**src/rtl/avg_pool_pkg.sv**
```systemverilog
// Shared constants for the average-pool layer sequencing: layer state codes,
// map geometry for each pooling layer and the scheduler FSM encoding.
package avg_pool_pkg;

  localparam int AVG1_STATE = 3;
  localparam int AVG2_STATE = 6;
  localparam int AVG3_STATE = 9;

  localparam int AVG1_INPUT_SIZE = 80;
  localparam int AVG2_INPUT_SIZE = 36;
  localparam int AVG3_INPUT_SIZE = 14;

  // 2x2 window, stride 2
  localparam int AVG1_OUTPUT_SIZE = AVG1_INPUT_SIZE / 2;
  localparam int AVG2_OUTPUT_SIZE = AVG2_INPUT_SIZE / 2;
  localparam int AVG3_OUTPUT_SIZE = AVG3_INPUT_SIZE / 2;

  // Wide enough for the largest input side (80)
  localparam int SIZE_DATAWIDTH = 7;

  // Enable-low cycles after a batch: address, data and last_clock/wr_ena stages
  localparam int DRAIN_CYCLES_DEFAULT = 3;

  typedef enum logic [1:0] {
    S_IDLE  = 2'd0,
    S_RUN   = 2'd1,
    S_DRAIN = 2'd2,
    S_DONE  = 2'd3
  } sched_state_t;

endpackage

```
**src/rtl/avg_pool_size_lut.sv**
```systemverilog
// Layer state code -> input map side, cycles per map and a supported flag.
// Shared with the pool cores so both sides agree on map geometry.
module avg_pool_size_lut
  import avg_pool_pkg::*;
#(
  parameter int STATE_DATAWIDTH = 4,
  parameter int CYCLE_DATAWIDTH = 13
) (
  input  logic [STATE_DATAWIDTH-1:0] state,
  output logic [SIZE_DATAWIDTH-1:0]  input_size,
  output logic [CYCLE_DATAWIDTH-1:0] map_cycles,
  output logic                       valid
);

  // Decode the layer code; map_cycles is side*side at counter width
  always_comb begin
    input_size = '0;
    valid      = 1'b0;
    if (state == STATE_DATAWIDTH'(AVG1_STATE)) begin
      input_size = SIZE_DATAWIDTH'(AVG1_INPUT_SIZE);
      valid      = 1'b1;
    end else if (state == STATE_DATAWIDTH'(AVG2_STATE)) begin
      input_size = SIZE_DATAWIDTH'(AVG2_INPUT_SIZE);
      valid      = 1'b1;
    end else if (state == STATE_DATAWIDTH'(AVG3_STATE)) begin
      input_size = SIZE_DATAWIDTH'(AVG3_INPUT_SIZE);
      valid      = 1'b1;
    end
    map_cycles = CYCLE_DATAWIDTH'(input_size) * CYCLE_DATAWIDTH'(input_size);
  end

endmodule

```
**src/rtl/avg_pool_core_scheduler.sv**
```systemverilog
// Dispatches the channel maps of one pooling layer to a bank of pool cores,
// NUM_CORES channels at a time. Each batch gets an enable window of one full
// map followed by a short enable-low drain so every core resets its address.
//
//   state   | meaning
//   --------+----------------------------------------------------------
//   S_IDLE  | waiting for start; decodes layer code and channel count
//   S_RUN   | active cores enabled for map_cycles cycles
//   S_DRAIN | all enables low for DRAIN_CYCLES cycles, pipeline flush
//   S_DONE  | one-cycle done pulse, busy still high
module avg_pool_core_scheduler
  import avg_pool_pkg::*;
#(
  parameter int NUM_CORES         = 4,
  parameter int STATE_DATAWIDTH   = 4,
  parameter int CHANNEL_DATAWIDTH = 8,
  parameter int CYCLE_DATAWIDTH   = 13,
  parameter int DRAIN_CYCLES      = DRAIN_CYCLES_DEFAULT
) (
  input  logic                         clk,
  input  logic                         reset,
  input  logic                         start,
  input  logic [STATE_DATAWIDTH-1:0]   state,
  input  logic [CHANNEL_DATAWIDTH-1:0] num_channels,
  output logic [NUM_CORES-1:0]         core_enable,
  output logic [CHANNEL_DATAWIDTH-1:0] batch_channel_base,
  output logic                         busy,
  output logic                         done,
  output logic                         err_bad_state
);

  localparam int DRAIN_W = $clog2(DRAIN_CYCLES + 1);
  localparam logic [CHANNEL_DATAWIDTH-1:0] CORES_C = CHANNEL_DATAWIDTH'(NUM_CORES);

  sched_state_t                 fsm;
  logic [CYCLE_DATAWIDTH-1:0]   map_cycles_q;
  logic [CYCLE_DATAWIDTH-1:0]   cyc_cnt;
  logic [DRAIN_W-1:0]           drain_cnt;
  logic [CHANNEL_DATAWIDTH-1:0] remaining;

  logic [SIZE_DATAWIDTH-1:0]    lut_size;
  logic [CYCLE_DATAWIDTH-1:0]   lut_map_cycles;
  logic                         lut_valid;
  logic                         lut_ok;

  avg_pool_size_lut #(
    .STATE_DATAWIDTH (STATE_DATAWIDTH),
    .CYCLE_DATAWIDTH (CYCLE_DATAWIDTH)
  ) u_size_lut (
    .state      (state),
    .input_size (lut_size),
    .map_cycles (lut_map_cycles),
    .valid      (lut_valid)
  );

  // A zero-sized map would never reach the RUN terminal count, so reject it too
  assign lut_ok = lut_valid & (|lut_size);

  // Cores 0..min(rem, NUM_CORES)-1 are active in a batch
  function automatic logic [NUM_CORES-1:0] batch_mask(input logic [CHANNEL_DATAWIDTH-1:0] rem);
    logic [NUM_CORES-1:0] m;
    for (int i = 0; i < NUM_CORES; i++) begin
      m[i] = (rem > CHANNEL_DATAWIDTH'(i));
    end
    return m;
  endfunction

  // Scheduler FSM with registered outputs
  always_ff @(posedge clk or negedge reset) begin
    if (!reset) begin
      fsm                <= S_IDLE;
      map_cycles_q       <= '0;
      cyc_cnt            <= '0;
      drain_cnt          <= '0;
      remaining          <= '0;
      core_enable        <= '0;
      batch_channel_base <= '0;
      busy               <= 1'b0;
      done               <= 1'b0;
      err_bad_state      <= 1'b0;
    end else begin
      done          <= 1'b0;
      err_bad_state <= 1'b0;
      case (fsm)
        S_IDLE: begin
          if (start) begin
            if (!lut_ok) begin
              err_bad_state <= 1'b1;
            end else if (num_channels == '0) begin
              busy <= 1'b1;
              done <= 1'b1;
              fsm  <= S_DONE;
            end else begin
              map_cycles_q       <= lut_map_cycles;
              remaining          <= num_channels;
              batch_channel_base <= '0;
              cyc_cnt            <= '0;
              core_enable        <= batch_mask(num_channels);
              busy               <= 1'b1;
              fsm                <= S_RUN;
            end
          end
        end
        S_RUN: begin
          if (cyc_cnt == map_cycles_q - CYCLE_DATAWIDTH'(1)) begin
            core_enable <= '0;
            cyc_cnt     <= '0;
            drain_cnt   <= DRAIN_W'(DRAIN_CYCLES - 1);
            fsm         <= S_DRAIN;
          end else begin
            cyc_cnt <= cyc_cnt + CYCLE_DATAWIDTH'(1);
          end
        end
        S_DRAIN: begin
          if (drain_cnt == '0) begin
            if (remaining > CORES_C) begin
              remaining          <= remaining - CORES_C;
              batch_channel_base <= batch_channel_base + CORES_C;
              core_enable        <= batch_mask(remaining - CORES_C);
              fsm                <= S_RUN;
            end else begin
              done <= 1'b1;
              fsm  <= S_DONE;
            end
          end else begin
            drain_cnt <= drain_cnt - DRAIN_W'(1);
          end
        end
        S_DONE: begin
          busy <= 1'b0;
          fsm  <= S_IDLE;
        end
        default: fsm <= S_IDLE;
      endcase
    end
  end

endmodule
```
**config.mk**
```make
export PLATFORM = sky130hd
export DESIGN_NAME = avg_pool_core_scheduler
export DESIGN_NICKNAME = d
export VERILOG_FILES = /design/src/rtl/avg_pool_pkg.sv /design/src/rtl/avg_pool_size_lut.sv /design/src/rtl/avg_pool_core_scheduler.sv
export SDC_FILE = /design/constraint.sdc
export NUM_CORES = 1
export LEC_CHECK = 0
export CAP_MARGIN = 20
export CORE_AREA = 2 2 86 88
export CTS_CLUSTER_DIAMETER = 120
export DETAILED_ROUTE_END_ITERATION = 8
export DIE_AREA = 0 0 88 90
export PLACE_DENSITY_LB_ADDON = 0.08
export SETUP_SLACK_MARGIN = 0.15
export SYNTH_ARGS = -nofsm -noshare
export SYNTH_HDL_FRONTEND = slang
export SYNTH_SLANG_ARGS = --single-unit
```
**constraint.sdc**
```tcl
create_clock -name clk -period 3.6 [get_ports clk]
set_clock_uncertainty 0.1 [all_clocks]
set_input_delay 0.72 -clock clk [delete_from_list [all_inputs] [get_ports clk]]
set_output_delay 0.72 -clock clk [all_outputs]
set_load 0.03 [all_outputs]
```
### Yosys cells after proc, flatten, opt, wreduce, memory -nomap -nowiden

Index checks and enable logic that the tools add are counted.

* add/subtract/negate cells: 5
* multipliers: 1
* $lt $le $gt $ge: 9
* eq/ne operators: 14
* mux-type cells: 51
* bitwise logic cells: 2
* reduce and logical (&&, ||, !) cells: 16

Operators with widths (number)
* $mux W8: 10
* $mux W13: 4
* $gt A8 B1 Y1 const B: 4
* $gt A8 B2 Y1 const B: 4
* $pmux W8 S2: 2
* $mux W4: 7
* $pmux W13 S2: 1
* $mux W2: 7
* $mux W7: 2
* $ne A2 B2 Y1 const B: 7
* $add A13 B1 Y13 const B: 1
* $eq A13 B13 Y1: 1
* $mul A7 B7 Y13: 1
* $mux W1: 13
* $sub A13 B1 Y13 const B: 1
* $pmux W4 S3: 1
* $reduce_and A4 Y1: 3
* $add A8 B3 Y8 const B: 1
* $gt A8 B3 Y1 const B: 1
* $logic_not A8 Y1: 1
* $pmux W2 S4: 1
* $reduce_bool A2 Y1: 4
* $sub A8 B3 Y8 const B: 1
* $reduce_and A7 Y1: 1
* 15 further kinds: 19

* register bits: 53
* output and inout bits: 15

### Longest topological paths before layout

Gate-level depths: netlist of the first run.

* depth in word-level cells: 9
* mapped depth: 10
* mapped depth without buffers: 10

### Modules after synthesis

A second synthesis of the first run with hierarchy kept.

* cells, all modules: 403
* area total of the unflattened synthesis: 3639.7 µm²

Modules (own cells, without submodules)
* avg_pool_core_scheduler: times used 1, cells an instance 360, area an instance 3280.6 µm²
* avg_pool_size_lut: times used 1, cells an instance 43, area an instance 359.1 µm²

### Worst setup path before layout of the first run

OpenSTA, ideal clock, no wires.

* kind: input-to-reg
* from: input state[1]
* to: register core_enable[0]
* library setup time: 0.125 ns
* arrival time: 2.520 ns
* path slack: 0.855 ns
* stages: 6
* buffers on the path: 0
* path through: nor4bb_1 -> a2bb2oi_1 -> o21ai_2 -> nand2_1 -> or3_4 -> mux2_4

* longest elaborated chain between the ends: 8
* elaborated cells on any way between the ends: 13
* classes of those cells: 4 x eq/ne; 6 x mux; 1 x bitwise; 2 x reduce/logical

Ends and longest elaborated chain
* start, declared: line avg_pool_core_scheduler.sv:23 `input logic [STATE_DATAWIDTH-1:0] state,`
* $eq A4 B4 Y1: line avg_pool_size_lut.sv:25 `end else if (state == STATE_DATAWIDTH'(AVG3_STATE)) begin`
* $mux W4: line avg_pool_size_lut.sv:25
* $mux W7: line avg_pool_size_lut.sv:22 `end else if (state == STATE_DATAWIDTH'(AVG2_STATE)) begin`
* $mux W7: line avg_pool_size_lut.sv:19 `if (state == STATE_DATAWIDTH'(AVG1_STATE)) begin`
* $reduce_or A7 Y1: line avg_pool_core_scheduler.sv:57 `assign lut_ok = lut_valid & (|lut_size);`
* $and A1 B1 Y1 (*): line avg_pool_core_scheduler.sv:57
* $ne A2 B2 Y1 (no line) (*)
* $reduce_and A7 Y1 (no line) (*)
* end signal, assigned: line avg_pool_core_scheduler.sv:98 `core_enable <= batch_mask(num_channels);`
* end signal, assigned: line avg_pool_core_scheduler.sv:119 `core_enable <= batch_mask(remaining - CORES_C);`
* end, declared: line avg_pool_core_scheduler.sv:25 `output logic [NUM_CORES-1:0] core_enable,`

Every way passes the cells marked *; elsewhere a longest branch is shown, timed or not.
A chain may end at the register's enable or synchronous reset.

### Final worst setup path of the first run

* from: register map_cycles_q[2]
* to: register fsm[1]

* longest elaborated chain between the ends: 4

Ends and longest elaborated chain
* start, declared: line avg_pool_core_scheduler.sv:36 `logic [CYCLE_DATAWIDTH-1:0] map_cycles_q;`
* start signal, assigned: line avg_pool_core_scheduler.sv:94 `map_cycles_q <= lut_map_cycles;`
* $sub A13 B1 Y13: line avg_pool_core_scheduler.sv:105 `if (cyc_cnt == map_cycles_q - CYCLE_DATAWIDTH'(1)) begin`
* $eq A13 B13 Y1: line avg_pool_core_scheduler.sv:105
* $ne A2 B2 Y1 (no line)
* $reduce_and A4 Y1 (no line)
* end signal, assigned: line avg_pool_core_scheduler.sv:100 `fsm <= S_RUN;`
* end signal, assigned: line avg_pool_core_scheduler.sv:109 `fsm <= S_DRAIN;`
* end signal, assigned: line avg_pool_core_scheduler.sv:120 `fsm <= S_RUN;`
* end, declared: line avg_pool_core_scheduler.sv:35 `sched_state_t fsm;`

No other way between the ends.

==> flow_metrics.py, run 1 <==
metrics = {
    "logic_synthesis": {
        "yosysTopAreaCell": "dfrtp_1",
        "synth_warnings": 0,
        "yosys-top-cells-area": "dfrtp_1, ha_1, nand2_1, a21oi_1, o21ai_0",
        "avgSynthCellArea_um2": 8.77,
        "ys_ff_latch": 46,
        "syn_area_um2": 3040,
        "ys_seq_area_share_pct": 37.9,
        "synth_async_sr_flop_share_pct": 100,
        "synth_top_area_share_pct": 37.9,
        "synth_edf_count": 0,
        "ys_types": 55,
        "syn_inst": 346,
        "synth_flop_cell": "dfrtp_1",
    },
    "layout": {
        "layout_commonest_cell": "dfrtp_1",
        "layout.nets": 407,
        "fill_cells": 683,
        "final_cell_mix": "dfrtp_1, nand2_1, clkdlybuf4s50_1",
        "num_antenna_cells": 0,
        "fin_area_um2": 3510,
        "layout-drive-gt1-share_pct": 7.69,
        "syn_to_final_growth_pct": 15.7,
        "final_util_pct": 50.0,
        "layoutNonFillerInstCount": 476,
    },
    "detailed_routing": {
        "dr_total_vias": 2495,
        "avgRoutedWirePerCell_um": 13.9,
        "drc": 0,
        "initialDrtViolationCount": 91,
        "viasPerCell": 5.24,
        "ant_nets": 0,
        "firstDrtPassIters": 4,
        "routed_wirelength_mm": 6.62,
    },
    "clock_tree": {
        "holdBufCountCts": 0,
        "cts-htree-levels": 2,
        "cts_sinks": 46,
        "cts_tree": "built",
        "ctsResizeCount": 0,
        "post_cts_buffers": 0,
        "clk_pin_slew_worst_paths_ns": 0.09,
        "clk_latency_ns": 0.30,
        "numCtsBuffers": 5,
        "clk_path_buf_depth": 2,
        "clockRootBuffer": "clkbuf_8",
    },
    "critical_path": {
        "rr_worst_depth": 7,
        "crit_fanout": 11,
        "critPathKind": "reg -> reg",
        "crit_required_ns": 3.69,
        "worst_setup_path_start_kind": "flop",
        "reg2reg_from": "map_cycles_q[2]$_DFFE_PN0P_",
        "worst-endpoint-arrival_ns": 3.17,
        "critPathCaptureType": "flop",
        "startpoint": "map_cycles_q[2]$_DFFE_PN0P_",
    },
    "floorplan": {
        "ios": 30,
        "die-area_um2": 7920,
        "initial_core_util_pct": 43.2,
        "fp-row-count": 31,
        "core_area_um2": 7020,
        "dieWidth_um": 88,
        "die_height_um": 90,
    },
    "pwr": {
        "finalPower_mw": 2.42,
        "power-per-cell-area_nw_per_um2": 689,
        "p_leak_nw": 1.48,
        "ir_drop_uv": 338,
    },
    "sta": {
        "relSlewSlack_pct": 58.5,
        "finalHoldViolCount": 0,
        "drv_slew": 0,
        "fin_crit_sh_pct": 85.5,
        "fin_crit_ns": 3.08,
        "tightest_slew_ns": 0.616,
        "finalSetupTns_ns": 0,
        "fmax_mhz": 325,
        "setup_slack_ns": 0.521,
        "rsz0062_at_grt": "false",
        "setup_viol": 0,
        "whs_ns": 0.240,
    },
    "global_route": {
        "grt_pass1_vias": 2300,
        "grt_use_total_pct": 17.4,
        "grt-ovfl-total": 0,
        "grt_pass1_wl_mm": 11.0,
        "antenna_found_initial": 0,
        "grt_max_degree": 47,
    },
    "min_path": {
        "worstHoldPathType": "in -> async",
    },
    "placed_design": {
        "pre_cts_ws_ns": 0.318,
        "globalplace.congestion": 0.776,
        "dp_hpwl_mm": 4.85,
        "dp.cells": 468,
        "portBuffers": 27,
        "place_area_um2": 3420,
    },
    "flow_run": {
        "max_cap_violations": 0,
    },
    "status": {
        "run_status": "finished, final reports clean",
    },
}
[per-layer routing]
| metal | track usage, % | wire (um) |
|---|---|---|
| met1 | 23.6 | 3170 |
| met3 | 3.49 | 149 |
| met2 | 28.2 | 3230 |
| met5 | 0 | 0 |
| met4 | 4.62 | 71 |
[path summary, 6_finish.rpt]
kind                       slack [ns]                    endpoint
setup / recovery                 0.52          fsm[1]$_DFFE_PN0P_
hold / removal                   0.24      cyc_cnt[4]$_DFFE_PN0P_
setup reg to reg                 0.52          fsm[1]$_DFFE_PN0P_
hold reg to reg                  0.41  core_enable[1]$_DFFE_PN0P_
max in group asynchronous        2.65    drain_cnt[1]$_DFFE_PN0P_
min in group clk                 0.41  core_enable[1]$_DFFE_PN0P_
[cells by family (layout without fill, tap and decap cells)]
kind of cell    count (synthesis)  count (layout)  synth area share [%]
xor+xnor                       18              18                  5.19
simple gates                  133             133                  22.8
other cells                     2               6                 0.247
compound gates                 87              87                  18.8
fa+ha+maj                      15              15                  6.43
mux                             9               9                  3.75
flops                          46              46                  37.9
buf+inv                        36              63                  4.86
[area by class of cell]
cell class | count | area (um2) | area share [%]
multi-input combinational | 268 | 1750 | 49.9
inverter | 23 | 86.3 | 2.46
tap | 99 | 124 | 3.53
clock buffer | 7 | 76.3 | 2.17
sequential | 46 | 1150 | 32.8
timing repair buffer | 33 | 323 | 9.19
[flip-flops by register name, indices dropped and copies added, names as in the netlist]
register,cells
batch_channel_base,6
busy,1
core_enable,4
map_cycles_q,8
fsm,2
cyc_cnt,13
remaining,8
err_bad_state,1
drain_cnt,2
done,1
[where the power goes]
part / leakage, nW / internal (mW) / switching, mW / total [mW]
Combinational: 0.864 / 0.541 / 0.700 / 1.24
Clock: 0.0383 / 0.134 / 0.169 / 0.303
Sequential: 0.579 / 0.682 / 0.195 / 0.877
Total: 1.48 / 1.36 / 1.06 / 2.42
[critical path, cell delays in order (launching register included)]
cell and delay, ns:
dfrtp_1 0.47, or4_4 0.61, xnor2_1 0.15, nor4_1 0.31
o211a_1 0.30, a21oi_2 0.19, a211oi_1 0.45, mux2_2 0.38
[synth_stat cells (6+ instances only)]
cell type,number
ha_1,14
nand2_1,37
nand2b_1,6
a211oi_1,6
o21ai_0,21
xnor2_1,11
nor2_1,21
nor3_1,12
xor2_1,7
inv_1,23
a21oi_1,21
dfrtp_1,46
clkbuf_1,7
nand3_1,19
(Power assumes the default switching activity.)
==> run 2: changes to the inputs <==
--- a/config.mk
+++ b/config.mk
@@ -6,10 +6,10 @@
 export NUM_CORES = 1
 export LEC_CHECK = 0
 export CAP_MARGIN = 20
-export CORE_AREA = 2 2 86 88
+export CORE_AREA = 3 3 87 89
 export CTS_CLUSTER_DIAMETER = 120
 export DETAILED_ROUTE_END_ITERATION = 8
-export DIE_AREA = 0 0 88 90
+export DIE_AREA = 0 0 90 92
 export PLACE_DENSITY_LB_ADDON = 0.08
 export SETUP_SLACK_MARGIN = 0.15
 export SYNTH_ARGS = -nofsm -noshare
==> run 2 against run 1 <==
Compared with the run above: sequential power about the same; utilization rose by 1.7 points; sequential share of layout area fell by 0.21 points; routed wire length shrank 0.60%; cell area grew 0.64%; largest power group unchanged; fmax down 3.3%; critical endpoint unchanged; count of clock-buffer cells in the layout fell by 1; combinational power hardly changed.
==> flow_metrics.py, run 2 (same netlist as run 1, synthesis figures left out) <==
metrics = {
    "status": {
        "run_status": "finished, final reports clean",
    },
    "clock_tree": {
        "post_cts_buffers": 0,
        "clk_pin_slew_worst_paths_ns": 0.09,
        "cts_tree": "built",
        "clk_latency_ns": 0.30,
        "clockRootBuffer": "clkbuf_8",
        "numCtsBuffers": 5,
        "ctsResizeCount": 0,
        "cts_sinks": 46,
        "holdBufCountCts": 0,
        "clk_path_buf_depth": 2,
        "cts-htree-levels": 2,
    },
    "layout": {
        "regMostFlops": "cyc_cnt",
        "layout.nets": 408,
        "final_cell_mix": "dfrtp_1, nand2_1, clkdlybuf4s50_1",
        "final_util_pct": 51.7,
        "reg.largest.list": "cyc_cnt x13, map_cycles_q x8, remaining x8",
        "layout-drive-gt1-share_pct": 8.71,
        "syn_to_final_growth_pct": 16.4,
        "fin_area_um2": 3530,
        "largest_reg_flops": 13,
        "layout_commonest_cell": "dfrtp_1",
        "num_antenna_cells": 0,
    },
    "global_route": {
        "antenna_found_initial": 0,
        "grt_use_total_pct": 16.6,
        "grt_pass1_vias": 2394,
        "grt_max_degree": 47,
        "grt_pass1_wl_mm": 11.3,
        "grt-ovfl-total": 0,
    },
    "critical_path": {
        "worst_setup_path_start_kind": "flop",
        "critPathCaptureType": "flop",
        "cp.buffers_inverters": 1,
        "cpLargestDelayFamily": "simple AND/OR/NAND/NOR gates",
        "crit_required_ns": 3.69,
        "cp.depth": 8,
        "rr_worst_depth": 8,
        "r2r_slack_ns": 0.42,
        "worst-endpoint-arrival_ns": 3.27,
        "max_stage_delay_ns": 0.61,
        "critPathKind": "reg -> reg",
        "cp_slowest_cell": "or4_4",
        "crit_fanout": 9,
        "path_cells": "or4_4 > xnor2_1 > nor4_1 > o211a_1 > a21oi_2 > buf_4 > a211oi_1 > mux2_2",
    },
    "pwr": {
        "pwr-share-seq_pct": 35.5,
        "internal_power_mw": 1.38,
        "switching_share_pct": 44.0,
        "p_sw_mw": 1.09,
        "power-per-cell-area_nw_per_um2": 699,
        "p_clk_share_pct": 13.8,
        "combPwrFrac_pct": 50.7,
        "p_leak_nw": 1.50,
        "ir_drop_uv": 398,
    },
    "floorplan": {
        "ios": 30,
        "initial_core_util_pct": 44.4,
        "die-area_um2": 8280,
        "dieWidth_um": 90,
        "fp-row-count": 30,
        "core_area_um2": 6830,
        "die_height_um": 92,
    },
    "placed_design": {
        "portBuffers": 27,
        "dp_hpwl_mm": 4.89,
        "place_area_um2": 3420,
        "globalplace.congestion": 0.780,
    },
    "detailed_routing": {
        "wl_met2_mm": 3.26,
        "viasPerCell": 5.30,
        "avgRoutedWirePerCell_um": 13.9,
        "routed_wirelength_mm": 6.58,
        "wl_met1_mm": 3.05,
        "dr_total_vias": 2518,
        "ant_nets": 0,
        "wl_met3_um": 202,
        "drc": 0,
        "firstDrtPassIters": 4,
        "initialDrtViolationCount": 81,
        "routed.top_layer": "met4",
    },
    "sta": {
        "setup_viol": 0,
        "fmax_mhz": 314,
        "relSlewSlack_pct": 37.9,
        "finalSetupTns_ns": 0,
        "rsz0062_at_grt": "false",
        "tightest_slew_ns": 0.932,
        "fin_crit_ns": 3.18,
        "finalHoldViolCount": 0,
        "drv_slew": 0,
        "whs_ns": 0.236,
        "fin_crit_sh_pct": 88.4,
    },
    "min_path": {
        "worstHoldPathType": "in -> async",
    },
    "flow_run": {
        "max_cap_violations": 0,
    },
}
-- run 2: worst register-to-register path, stage by stage, from the launching register on --
cell and delay (ns):
dfrtp_1 0.47, or4_4 0.61, xnor2_1 0.15, nor4_1 0.35, o211a_1 0.31, a21oi_2 0.17, buf_4 0.22, a211oi_1 0.31
mux2_2 0.38
-- run 2: power by group through the flow --
stage          Sequential, mW  Combinational [mW]  Clock [mW]
2_1_floorplan           0.898               0.890           0
3_3_place_gp            0.884                1.24           0
3_5_place_dp            0.887                1.26           0
4_1_cts                 0.879                1.26       0.353
5_1_grt                 0.910                1.40       0.375
6_report                0.878                1.25       0.340
-- run 2: through the flow --
stage / power (mW) / std cells / setup WS, ns
2_1_floorplan: 1.79 / 350 / 0.855
3_3_place_gp: 2.12 / 466 / 0.320
3_5_place_dp: 2.14 / 466 / 0.238
4_1_cts: 2.49 / 474 / 0.418
5_1_grt: 2.69 / 475 / 0.214
6_report: 2.47 / 475 / 0.416
-- run 2: layer usage --
metal,vias up,global-route usage [%]
met4,0,3.57
met2,38,28.4
met1,1191,21.7
met5,-,0
met3,8,3.53
li1,1281,-
-- run 2: area by class of cell --
| type | instances | area, um2 |
|---|---|---|
| Clock buffer | 6 | 82.6 |
| Clock inverter | 2 | 12.5 |
| Sequential cell | 46 | 1150 |
| Tap cell | 96 | 120 |
| Timing Repair Buffer | 34 | 330 |
| Fill cell | 657 | 3300 |
| Inverter | 23 | 86.3 |
| Multi-Input combinational cell | 268 | 1750 |
-- run 2: worst paths after layout --
path / from / end
min in group clk: core_enable[0]$_DFFE_PN0P_ / core_enable[0]$_DFFE_PN0P_
max reg2reg: map_cycles_q[2]$_DFFE_PN0P_ / fsm[1]$_DFFE_PN0P_
min reg2reg: core_enable[0]$_DFFE_PN0P_ / core_enable[0]$_DFFE_PN0P_
min: reset / cyc_cnt[4]$_DFFE_PN0P_
max: map_cycles_q[2]$_DFFE_PN0P_ / fsm[1]$_DFFE_PN0P_
max in group asynchronous: reset / batch_channel_base[2]$_DFFE_PN0P_
